[src/rtl/regfile_write_arbiter_if.sv]
`default_nettype none
// ============================================================================
// Module   : regfile_write_arbiter_if
// Brief    : Requester handshakes and register-file write bus of the arbiter.
// Revision : 1.0
// ============================================================================
interface regfile_write_arbiter_if #(
    parameter int DATA_WIDTH = 32,
    parameter int ADDR_WIDTH = 5,
    parameter int NUM_REGS   = 32
);
    logic                  CORE_WE;
    logic [ADDR_WIDTH-1:0] CORE_ADDR;
    logic [DATA_WIDTH-1:0] CORE_DATA;
    logic                  CORE_READY;
    logic                  DBG_VALID;
    logic [ADDR_WIDTH-1:0] DBG_ADDR;
    logic [DATA_WIDTH-1:0] DBG_DATA;
    logic                  DBG_READY;
    logic                  CLEAR_REQ;
    logic [NUM_REGS-1:0]   RF_WE;
    logic [DATA_WIDTH-1:0] RF_WDATA;
    logic                  BUSY;

    modport master (
        output CORE_WE, CORE_ADDR, CORE_DATA,
        output DBG_VALID, DBG_ADDR, DBG_DATA,
        output CLEAR_REQ,
        input  CORE_READY, DBG_READY,
        input  RF_WE, RF_WDATA, BUSY
    );

    modport slave (
        input  CORE_WE, CORE_ADDR, CORE_DATA,
        input  DBG_VALID, DBG_ADDR, DBG_DATA,
        input  CLEAR_REQ,
        output CORE_READY, DBG_READY,
        output RF_WE, RF_WDATA, BUSY
    );
endinterface
`default_nettype wire

[src/rtl/regfile_write_arbiter.sv]
`default_nettype none
// ============================================================================
// Module   : regfile_write_arbiter
// Brief    : Round-robin core/debug write arbiter with x1..x31 clear sequencer.
// Revision : 1.0
// ============================================================================
module regfile_write_arbiter #(
    parameter int DATA_WIDTH = 32,
    parameter int ADDR_WIDTH = 5,
    parameter int NUM_REGS   = 32
) (
    input logic                  CLK,
    input logic                  RESET,
    regfile_write_arbiter_if.slave bus
);

    typedef enum logic [0:0] {
        ST_CLEAR = 1'b0,
        ST_RUN   = 1'b1
    } state_e;

    localparam logic                  c_gnt_core  = 1'b0;
    localparam logic                  c_gnt_dbg   = 1'b1;
    localparam logic [ADDR_WIDTH-1:0] c_clr_first = ADDR_WIDTH'(1);
    localparam logic [ADDR_WIDTH-1:0] c_clr_last  = ADDR_WIDTH'(NUM_REGS - 1);

    state_e                  state_q;
    logic [ADDR_WIDTH-1:0]   clr_idx_q;
    logic                    last_grant_q;
    logic [NUM_REGS-1:0]     rf_we_q;
    logic [DATA_WIDTH-1:0]   rf_wdata_q;

    logic [NUM_REGS-1:0]     rf_we_d;
    logic [DATA_WIDTH-1:0]   rf_wdata_d;

    logic                    w_core_gnt;
    logic                    w_dbg_gnt;
    logic [ADDR_WIDTH-1:0]   w_sel_addr;
    logic [NUM_REGS-1:0]     w_dec;

    // Grants are withheld during reset, the clear walk and a clear-request cycle.
    always_comb begin
        w_core_gnt = 1'b0;
        w_dbg_gnt  = 1'b0;
        if (!RESET && (state_q == ST_RUN) && !bus.CLEAR_REQ) begin
            if (bus.CORE_WE && bus.DBG_VALID) begin
                w_core_gnt = (last_grant_q == c_gnt_dbg);
                w_dbg_gnt  = (last_grant_q == c_gnt_core);
            end else begin
                w_core_gnt = bus.CORE_WE;
                w_dbg_gnt  = bus.DBG_VALID;
            end
        end
    end

    always_comb begin
        w_sel_addr = bus.DBG_ADDR;
        if (state_q == ST_CLEAR) begin
            w_sel_addr = clr_idx_q;
        end else if (w_core_gnt) begin
            w_sel_addr = bus.CORE_ADDR;
        end
    end

    for (genvar k = 0; k < NUM_REGS; k++) begin : g_decode
        assign w_dec[k] = (w_sel_addr == ADDR_WIDTH'(k));
    end

    // x0 is hard-wired zero, so a granted write to it still completes but enables nothing.
    always_comb begin
        rf_we_d    = '0;
        rf_wdata_d = rf_wdata_q;
        if (state_q == ST_CLEAR) begin
            rf_we_d    = w_dec;
            rf_wdata_d = '0;
        end else if (w_core_gnt || w_dbg_gnt) begin
            rf_wdata_d = w_core_gnt ? bus.CORE_DATA : bus.DBG_DATA;
            if (w_sel_addr != '0) begin
                rf_we_d = w_dec;
            end
        end
    end

    always_ff @(posedge CLK) begin
        if (RESET) begin
            state_q      <= ST_CLEAR;
            clr_idx_q    <= c_clr_first;
            last_grant_q <= c_gnt_dbg;
            rf_we_q      <= '0;
            rf_wdata_q   <= '0;
        end else begin
            rf_we_q    <= rf_we_d;
            rf_wdata_q <= rf_wdata_d;
            case (state_q)
                ST_CLEAR: begin
                    clr_idx_q <= clr_idx_q + ADDR_WIDTH'(1);
                    if (clr_idx_q == c_clr_last) begin
                        state_q <= ST_RUN;
                    end
                end
                ST_RUN: begin
                    if (bus.CLEAR_REQ) begin
                        state_q   <= ST_CLEAR;
                        clr_idx_q <= c_clr_first;
                    end else if (w_core_gnt) begin
                        last_grant_q <= c_gnt_core;
                    end else if (w_dbg_gnt) begin
                        last_grant_q <= c_gnt_dbg;
                    end
                end
                default: begin
                    state_q   <= ST_CLEAR;
                    clr_idx_q <= c_clr_first;
                end
            endcase
        end
    end

    assign bus.CORE_READY = w_core_gnt;
    assign bus.DBG_READY  = w_dbg_gnt;
    assign bus.RF_WE      = rf_we_q;
    assign bus.RF_WDATA   = rf_wdata_q;
    assign bus.BUSY       = RESET || (state_q == ST_CLEAR);

endmodule
`default_nettype wire

[src/flat_wrapper.sv]
// flat-port wrapper written by rule: the top's interface ports become plain ports
module regfile_write_arbiter_flat 
#(
    parameter int DATA_WIDTH = 32,
    parameter int ADDR_WIDTH = 5,
    parameter int NUM_REGS   = 32
)
  (CLK, RESET, bus_CORE_WE, bus_CORE_ADDR, bus_CORE_DATA, bus_DBG_VALID, bus_DBG_ADDR, bus_DBG_DATA, bus_CLEAR_REQ, bus_CORE_READY, bus_DBG_READY, bus_RF_WE, bus_RF_WDATA, bus_BUSY);
  regfile_write_arbiter_if #(.DATA_WIDTH(DATA_WIDTH), .ADDR_WIDTH(ADDR_WIDTH), .NUM_REGS(NUM_REGS)) bus_i ();
  input logic CLK;
  input logic RESET;
  input wire logic [$bits(bus_i.CORE_WE)-1:0] bus_CORE_WE;
  input wire logic [$bits(bus_i.CORE_ADDR)-1:0] bus_CORE_ADDR;
  input wire logic [$bits(bus_i.CORE_DATA)-1:0] bus_CORE_DATA;
  input wire logic [$bits(bus_i.DBG_VALID)-1:0] bus_DBG_VALID;
  input wire logic [$bits(bus_i.DBG_ADDR)-1:0] bus_DBG_ADDR;
  input wire logic [$bits(bus_i.DBG_DATA)-1:0] bus_DBG_DATA;
  input wire logic [$bits(bus_i.CLEAR_REQ)-1:0] bus_CLEAR_REQ;
  output wire logic [$bits(bus_i.CORE_READY)-1:0] bus_CORE_READY;
  output wire logic [$bits(bus_i.DBG_READY)-1:0] bus_DBG_READY;
  output wire logic [$bits(bus_i.RF_WE)-1:0] bus_RF_WE;
  output wire logic [$bits(bus_i.RF_WDATA)-1:0] bus_RF_WDATA;
  output wire logic [$bits(bus_i.BUSY)-1:0] bus_BUSY;
  assign bus_i.CORE_WE = bus_CORE_WE;
  assign bus_i.CORE_ADDR = bus_CORE_ADDR;
  assign bus_i.CORE_DATA = bus_CORE_DATA;
  assign bus_i.DBG_VALID = bus_DBG_VALID;
  assign bus_i.DBG_ADDR = bus_DBG_ADDR;
  assign bus_i.DBG_DATA = bus_DBG_DATA;
  assign bus_i.CLEAR_REQ = bus_CLEAR_REQ;
  assign bus_CORE_READY = bus_i.CORE_READY;
  assign bus_DBG_READY = bus_i.DBG_READY;
  assign bus_RF_WE = bus_i.RF_WE;
  assign bus_RF_WDATA = bus_i.RF_WDATA;
  assign bus_BUSY = bus_i.BUSY;
  regfile_write_arbiter #(.DATA_WIDTH(DATA_WIDTH), .ADDR_WIDTH(ADDR_WIDTH), .NUM_REGS(NUM_REGS)) u_core (.CLK(CLK), .RESET(RESET), .bus(bus_i));
endmodule
[config.mk]
export PLATFORM = sky130hd
export DESIGN_NAME = regfile_write_arbiter_flat
export DESIGN_NICKNAME = d
export VERILOG_FILES = /design/src/rtl/regfile_write_arbiter_if.sv /design/src/rtl/regfile_write_arbiter.sv /design/src/flat_wrapper.sv
export SDC_FILE = /design/constraint.sdc
export NUM_CORES = 1
export LEC_CHECK = 0
export ABC_AREA = 1
export ABC_CLOCK_PERIOD_IN_PS = 2300
export BUFFER_PORTS_ARGS = -buffer_cell sky130_fd_sc_hd__clkbuf_2
export CAP_MARGIN = 15
export CELL_PAD_IN_SITES_DETAIL_PLACEMENT = 1
export CELL_PAD_IN_SITES_GLOBAL_PLACEMENT = 1
export CORE_UTILIZATION = 31
export CTS_CLUSTER_DIAMETER = 50
export DETAILED_ROUTE_END_ITERATION = 8
export PLACE_DENSITY = 0.85
export SETUP_SLACK_MARGIN = 0.1
export SYNTH_ARGS = -nofsm -noshare
export SYNTH_HDL_FRONTEND = slang
export SYNTH_SLANG_ARGS = --single-unit
[constraint.sdc]
create_clock -name CLK -period 2.3 [get_ports CLK]
set_input_delay 0.115 -clock CLK [delete_from_list [all_inputs] [get_ports CLK]]
set_output_delay 0.115 -clock CLK [all_outputs]
set_load 0.005 [all_outputs]
Word level (Yosys, flattened, before mapping)
Index checks and enable logic that the tools add are counted.
Cells by class
  add/subtract/negate cells: 1
  eq/ne operators: 33
  muxes and demuxes: 17
  bitwise operators: 3
  reduce and logical (&&, ||, !) cells: 12
Operators by type and width (number)
  $mux W32: 4
  $eq A5 B5 Y1 const B: 17
  $eq A5 B4 Y1 const B: 8
  $eq A5 B3 Y1 const B: 4
  $mux W5: 3
  $eq A5 B2 Y1 const B: 2
  $pmux W5 S2: 1
  $mux W1: 8
  $add A5 B1 Y5 const B: 1
  $eq A5 B1 Y1 const B: 1
  $logic_not A5 Y1: 1
  $reduce_bool A5 Y1: 1
  $logic_and A1 B1 Y1: 3
  $not A1 Y1: 3
  $reduce_and A3 Y1: 1
  $logic_not A1 Y1: 2
  $logic_or A1 B1 Y1: 2
  $ne A2 B2 Y1 const B: 1
  $pmux W1 S2: 1
  $reduce_bool A2 Y1: 1
  $reduce_or A2 Y1: 1
Word-level totals
  flip-flop bits (word level): 71
  input port bits: 79

Logic depth before layout (Yosys ltp)
  depth after elaboration: 10
  depth in mapped cells: 13
  mapped depth without buffers: 12

Least setup slack after synthesis
No wires, ideal clock.
  path type: register -> register
  from: reg u_core.state_q
  to: reg u_core.rf_wdata_q[26] (netlist: u_core.bus.RF_WDATA[26])
  library setup time: 0.109 ns
  arrival: 1.615 ns
  data required time: 2.191 ns
  path slack: 0.576 ns
  cell stages (with the launch flop): 13
  period minus slack after synthesis: 1.724 ns
  cells stage by stage: dfxtp_1 -> buf_2 -> nand2_2 -> nor2_2 -> buf_4 -> inv_2 -> a211oi_4 -> inv_2 -> nand2_2 -> buf_2 -> o21ai_0 -> nand2_1 -> inv_1
Between the ends
  longest elaborated chain between the ends: 4
  elaborated cells on any way between the ends: 8
RTL lines
  from (decl): line regfile_write_arbiter.sv:27  | state_e state_q;
  from (signal assigned): line regfile_write_arbiter.sv:86  | state_q <= ST_CLEAR;
  from (signal assigned): line regfile_write_arbiter.sv:98  | state_q <= ST_RUN;
  from (signal assigned): line regfile_write_arbiter.sv:103  | state_q <= ST_CLEAR;
  $logic_and A1 B1 Y1 (2 in series): line regfile_write_arbiter.sv:45  | if (!RESET && (state_q == ST_RUN) && !bus.CLEAR_REQ) begin
  $mux W1: line regfile_write_arbiter.sv:45
  named net bus_DBG_READY: line flat_wrapper.sv:20  | output wire logic [$bits(bus_i.DBG_READY)-1:0] bus_DBG_READY;
  $logic_or A1 B1 Y1: line regfile_write_arbiter.sv:76  | end else if (w_core_gnt || w_dbg_gnt) begin
  to (signal assigned): line regfile_write_arbiter.sv:93  | rf_wdata_q <= rf_wdata_d;
  to (decl): line regfile_write_arbiter.sv:31  | logic [DATA_WIDTH-1:0] rf_wdata_q;
The timed path passes the listed nets, and every way through them passes these cells.
A chain may end at the register's enable or synchronous reset.

Worst setup path in the final report
  from: reg u_core.state_q
  to: reg u_core.rf_we_q[10] (netlist: u_core.bus.RF_WE[10])
Between the ends
  longest elaborated chain between the ends: 9
  elaborated cells on any way between the ends: 12
RTL lines
  $logic_and A1 B1 Y1 (2 in series): line regfile_write_arbiter.sv:45
  $mux W1: line regfile_write_arbiter.sv:45
  $mux W5: line regfile_write_arbiter.sv:60  | end else if (w_core_gnt) begin
  $mux W5: line regfile_write_arbiter.sv:58  | if (state_q == ST_CLEAR) begin
  $eq A5 B4 Y1 / $reduce_bool A5 Y1 (equally long branches): line regfile_write_arbiter.sv:66, regfile_write_arbiter.sv:78
  $mux W32: line regfile_write_arbiter.sv:78  | if (w_sel_addr != '0) begin
  $mux W32: line regfile_write_arbiter.sv:76
  $mux W32 (*): line regfile_write_arbiter.sv:73  | if (state_q == ST_CLEAR) begin
  to (signal assigned): line regfile_write_arbiter.sv:92  | rf_we_q <= rf_we_d;
  to (decl): line regfile_write_arbiter.sv:30  | logic [NUM_REGS-1:0] rf_we_q;
Every way passes the cells marked *; elsewhere a longest branch is shown, timed or not.

==> impl_results.html <==
<table>
<tr><th>Metric</th><th>Value</th></tr>
<tr><th colspan="2">Clocking</th></tr>
<tr><td>Reg clk slew, reported paths</td><td>80 ps</td></tr>
<tr><td>CTS tree</td><td>built</td></tr>
<tr><td>CTS buffer count</td><td>9</td></tr>
<tr><td>Hold buffers post-CTS</td><td>0</td></tr>
<tr><td>Worst skew pair latency</td><td>between 300 and 400 ps</td></tr>
<tr><td>Total number of H-tree levels</td><td>3</td></tr>
<tr><td>Number of sinks driven by the clock tree</td><td>71</td></tr>
<tr><td>Max Root-Sink Buffers</td><td>2</td></tr>
<tr><td>Root buf cell</td><td>sky130_fd_sc_hd__clkbuf_8</td></tr>
<tr><th colspan="2">STA</th></tr>
<tr><td>Transition time at the pin with the least slew margin</td><td>622 ps</td></tr>
<tr><td>Final worst slack</td><td>around 380 ps</td></tr>
<tr><td>Hold Vio Cnt, Final</td><td>0</td></tr>
<tr><td>Final setup fails</td><td>0</td></tr>
<tr><td>Final number of max-transition violations</td><td>0</td></tr>
<tr><td>Worst slew margin relative to its limit</td><td>0.585</td></tr>
<tr><td>Worst setup skew after layout</td><td>roughly 9 ps</td></tr>
<tr><td>Peak Freq</td><td>520 MHz</td></tr>
<tr><td>Total negative slack for setup checks</td><td>0 ps</td></tr>
<tr><td>Setup repair after global routing missed its margin</td><td>no</td></tr>
<tr><td>Period minus WS final</td><td>slightly below 2000 ps</td></tr>
<tr><td>Final critical-path share of the clock period</td><td>0.835</td></tr>
<tr><th colspan="2">Yosys</th></tr>
<tr><td>Synthesized Nets</td><td>around 570</td></tr>
<tr><td>Count of different cell masters after synthesis</td><td>26</td></tr>
<tr><td>Portion of netlist area occupied by mux cells</td><td>0</td></tr>
<tr><td>Sequential-to-total area share from yosys stat</td><td>0.442</td></tr>
<tr><td>Largest cells by area after synthesis</td><td>sky130_fd_sc_hd__dfxtp_1 (44%), sky130_fd_sc_hd__nor2_1 (20%), sky130_fd_sc_hd__nand2_1 (8.3%)</td></tr>
<tr><td>Count of state elements after synthesis</td><td>71</td></tr>
<tr><td>Avg Cell Area, Syn</td><td>between 6 and 7 um2</td></tr>
<tr><td>Synthesized-area fraction occupied by and/or/nand/nor cells</td><td>0.330</td></tr>
<tr><td>Portion of synthesized cell area occupied by the leading cell type</td><td>0.442</td></tr>
<tr><td>Post-Syn Instances</td><td>roughly 500</td></tr>
<tr><td>Summed instance area of the synthesized netlist</td><td>roughly 3200 um2</td></tr>
<tr><td>Yosys Warn Count</td><td>0</td></tr>
<tr><td>Xor-xnor portion of the synthesized cell area</td><td>0.00273</td></tr>
<tr><td>Fraction of the mapped netlist area in compound gates</td><td>0.104</td></tr>
<tr><td>Main combinational cell family by area after synthesis</td><td>simple AND/OR/NAND/NOR gates</td></tr>
<tr><td>Post-synthesis cell type with the largest combined area</td><td>sky130_fd_sc_hd__dfxtp_1</td></tr>
<tr><td>Adder and majority gate portion of the synthesized area</td><td>0.00779</td></tr>
<tr><th colspan="2">Worst setup path</th></tr>
<tr><td>Startpoint kind of the worst setup timing path</td><td>register</td></tr>
<tr><td>Delay of the slowest cell on the worst path</td><td>roughly 480 ps</td></tr>
<tr><td>Arrival @ worst endpoint</td><td>2200 ps</td></tr>
<tr><td>Slowest stage cell on the critical path</td><td>sky130_fd_sc_hd__inv_1</td></tr>
<tr><td>Type of the worst setup path</td><td>register to register</td></tr>
<tr><td>Most repeated library cell on the critical path</td><td>sky130_fd_sc_hd__nand2_1</td></tr>
<tr><td>Crit path required time</td><td>2580 ps</td></tr>
<tr><td>Worst path cell trace</td><td>buf_4 &gt; inv_1 &gt; nand2_1 &gt; nand2_1 &gt; nand2_1 &gt; nor2_1 &gt; o211ai_1 &gt; nor2_1</td></tr>
<tr><td>Critical path fanouts, max</td><td>21</td></tr>
<tr><td>Critical Path Sink Type</td><td>register</td></tr>
<tr><th colspan="2">Placed design</th></tr>
<tr><td>Weighted congestion at the end of routability-driven global placement</td><td>a little over 0.8</td></tr>
<tr><td>Cell area reported after detailed placement</td><td>~4000 um2</td></tr>
<tr><td>Number of I/O port buffers</td><td>approximately 150</td></tr>
<tr><td>Hpwl dp</td><td>7720 um</td></tr>
<tr><td>Placed Cells incl. Taps</td><td>750</td></tr>
<tr><td>Worst slack at placement</td><td>about 260 ps</td></tr>
<tr><th colspan="2">Routing</th></tr>
<tr><td>Remaining design rule violation count</td><td>0</td></tr>
<tr><td>Number of design-rule violations left by the first detailed-router iteration</td><td>just under 90</td></tr>
<tr><td>Detail Route met2 WL</td><td>between 4000 and 5000 um</td></tr>
<tr><td>Detailed-route wire length per cell</td><td>13.0 um</td></tr>
<tr><td>Number of iterations in the first detailed-routing pass</td><td>4</td></tr>
<tr><td>Metal3 WL</td><td>523 um</td></tr>
<tr><td>Top metal layer carrying routed signals</td><td>met4</td></tr>
<tr><td>Mean number of vias per cell</td><td>about 4.5</td></tr>
<tr><td>Post-DRT Antenna Nets</td><td>0</td></tr>
<tr><td>Detailed-route via count</td><td>3,473</td></tr>
<tr><td>Total length of routed wires</td><td>10,000 um</td></tr>
<tr><td>M1 WL</td><td>around 4300 um</td></tr>
<tr><th colspan="2">Finish</th></tr>
<tr><td>Layout cell share with drive strength beyond 1</td><td>0.287</td></tr>
<tr><td>Layout Cell Area excl Fill</td><td>between 4000 and 5000 um2</td></tr>
<tr><td>Layout area overhead</td><td>32.7%</td></tr>
<tr><td>Leading cell types in the layout, fill and taps excluded</td><td>sky130_fd_sc_hd__nor2_1 (171), sky130_fd_sc_hd__clkbuf_2 (145), sky130_fd_sc_hd__nand2_1 (71), sky130_fd_sc_hd__dfxtp_1 (71), sky130_fd_sc_hd__inv_1 (61)</td></tr>
<tr><td>Fill cells</td><td>approximately 1,400</td></tr>
<tr><td>Nets</td><td>just over 700</td></tr>
<tr><td>Final Core Density</td><td>0.430</td></tr>
<tr><td>Commonest non-fill, non-tap cell in the layout</td><td>sky130_fd_sc_hd__nor2_1</td></tr>
<tr><td>Antenna cells</td><td>0</td></tr>
<tr><td>Post-layout instance count excluding filler cells</td><td>between 700 and 800</td></tr>
<tr><td>Reg area</td><td>around 1400 um2</td></tr>
<tr><td>Area of the multi-input gates</td><td>about 1400 um2</td></tr>
<tr><th colspan="2">Floorplan</th></tr>
<tr><td>Core ar.</td><td>between 9000 and 10,000 um2</td></tr>
<tr><td>Area of the die</td><td>approximately 11,000 um2</td></tr>
<tr><td>I/O pins</td><td>between 100 and 150</td></tr>
<tr><td>Die width</td><td>around 100 um</td></tr>
<tr><td>Overall die height</td><td>104 um</td></tr>
<tr><td>Effective utilization at floorplan</td><td>0.324</td></tr>
<tr><td>Standard-cell rows</td><td>36</td></tr>
<tr><th colspan="2">Pwr</th></tr>
<tr><td>Power density relative to cell area</td><td>556 nW/um2</td></tr>
<tr><td>Static power due to leakage</td><td>roughly 2.2 nW</td></tr>
<tr><td>Peak ir drop on the vdd network</td><td>about 310 uV</td></tr>
<tr><th colspan="2">Outcome</th></tr>
<tr><td>Run status</td><td>complete, no violations</td></tr>
<tr><th colspan="2">Global route</th></tr>
<tr><td>Via count of the first global-routing pass</td><td>3,535</td></tr>
<tr><td>Largest net degree at the start of global routing</td><td>44</td></tr>
<tr><td>Residual overflow from global routing</td><td>0</td></tr>
<tr><td>First-pass GRT wire length</td><td>roughly 17,000 um</td></tr>
<tr><td>Global-route usage over all layers</td><td>0.190</td></tr>
<tr><td>Initial antenna violation count</td><td>0</td></tr>
<tr><th colspan="2">Worst hold path</th></tr>
<tr><td>Classification of the worst-slack hold path</td><td>input port to register</td></tr>
<tr><th colspan="2">Run</th></tr>
<tr><td># Max-Cap Violations</td><td>0</td></tr>
</table>
==> sequential cells by signal, indices dropped and copies added, names as in the netlist <==
register	flops
u_core.bus.RF_WE	32
u_core.state_q	1
u_core.last_grant_q	1
u_core.clr_idx_q	5
u_core.bus.RF_WDATA	32
==> area by class of cell <==
| cell class | instances | share of cell area |
|---|---|---|
| flip-flops and latches | 71 | 0.333 |
| repair buffers | 156 | 0.192 |
| inverters | 65 | 0.0572 |
| clock inverters | 5 | 0.00968 |
| clock buffers | 11 | 0.0332 |
| well taps | 133 | 0.0390 |
| multi-input cells | 326 | 0.335 |
==> kinds of logic after synthesis <==
| kind of cell | Yosys count |
|---|---|
| AO/OA/AOI/OAI | 52 |
| XOR/XNOR | 1 |
| AND/OR/NAND/NOR | 271 |
| flip-flops | 71 |
| adder cells (fa/ha/maj) | 2 |
| buffers and inverters | 90 |
==> final timing paths <==
check,depth (start not counted),slack (ps),endpoint,from
worst min-delay path,2,40,u_core.clr_idx_q[2],bus_CLEAR_REQ
worst max register to register,8,380,u_core.bus.RF_WE[10],u_core.state_q
worst max-delay path,8,380,u_core.bus.RF_WE[10],u_core.state_q
worst min register to register,1,510,u_core.clr_idx_q[4],u_core.clr_idx_q[4]
==> report_power, final <==
part	leakage, nW	switching, W	internal, W
Clock	0.0866	0.000499	0.000431
Sequential	0.573	0.00000807	0.00124
Combinational	1.57	0.000102	0.0000897
==> critical path, delay by kind of cell, from the launching register on <==
family,cells,cell delay (ps)
AND/OR/NAND/NOR,5,750
buffers and inverters,2,670
AO/OA/AOI/OAI,1,120
flip-flops,1,320
==> metrics by stage <==
step           hold WS, ps  power, W
2_1_floorplan          231   0.00136
3_3_place_gp           388   0.00146
3_5_place_dp           384   0.00147
4_1_cts               12.2   0.00240
5_1_grt               31.6   0.00249
6_report              37.9   0.00237
==> per-layer routing <==
layer / GRT usage / up-vias
li1: - / 1768
met1: 0.224 / 1587
met2: 0.330 / 102
met3: 0.0485 / 16
met4: 0.0704 / 0
met5: 0 / -
==> synthesized netlist by cell type <==
| cell type | count |
|---|---|
| sky130_fd_sc_hd__dfxtp_1 | 71 |
| sky130_fd_sc_hd__inv_1 | 61 |
| sky130_fd_sc_hd__a221oi_1 | 1 |
| sky130_fd_sc_hd__a31oi_2 | 1 |
| sky130_fd_sc_hd__a21oi_4 | 1 |
| sky130_fd_sc_hd__a22oi_1 | 1 |
| sky130_fd_sc_hd__nor2_2 | 1 |
| sky130_fd_sc_hd__a211oi_4 | 1 |
| sky130_fd_sc_hd__nor3_1 | 2 |
| sky130_fd_sc_hd__o32ai_1 | 1 |
| sky130_fd_sc_hd__nor2_1 | 171 |
| sky130_fd_sc_hd__ha_1 | 2 |
| sky130_fd_sc_hd__buf_2 | 8 |
| sky130_fd_sc_hd__xor2_1 | 1 |
| sky130_fd_sc_hd__o211ai_1 | 10 |
| sky130_fd_sc_hd__buf_1 | 7 |
| sky130_fd_sc_hd__inv_2 | 4 |
| sky130_fd_sc_hd__nand3b_1 | 1 |
| sky130_fd_sc_hd__nand2_1 | 71 |
| sky130_fd_sc_hd__o21ai_1 | 1 |
| sky130_fd_sc_hd__o21ai_0 | 34 |
| sky130_fd_sc_hd__a32o_1 | 1 |
| sky130_fd_sc_hd__buf_4 | 4 |
| sky130_fd_sc_hd__nand2_2 | 3 |
| sky130_fd_sc_hd__clkbuf_1 | 6 |
| sky130_fd_sc_hd__nand3_1 | 22 |
==> repair_timing <==
item / CTS / global route
buffers inserted: 0 / 1
setup endpoints to repair: 0 / 4
gates resized for setup: 0 / 0
(Power assumes the default switching activity.)
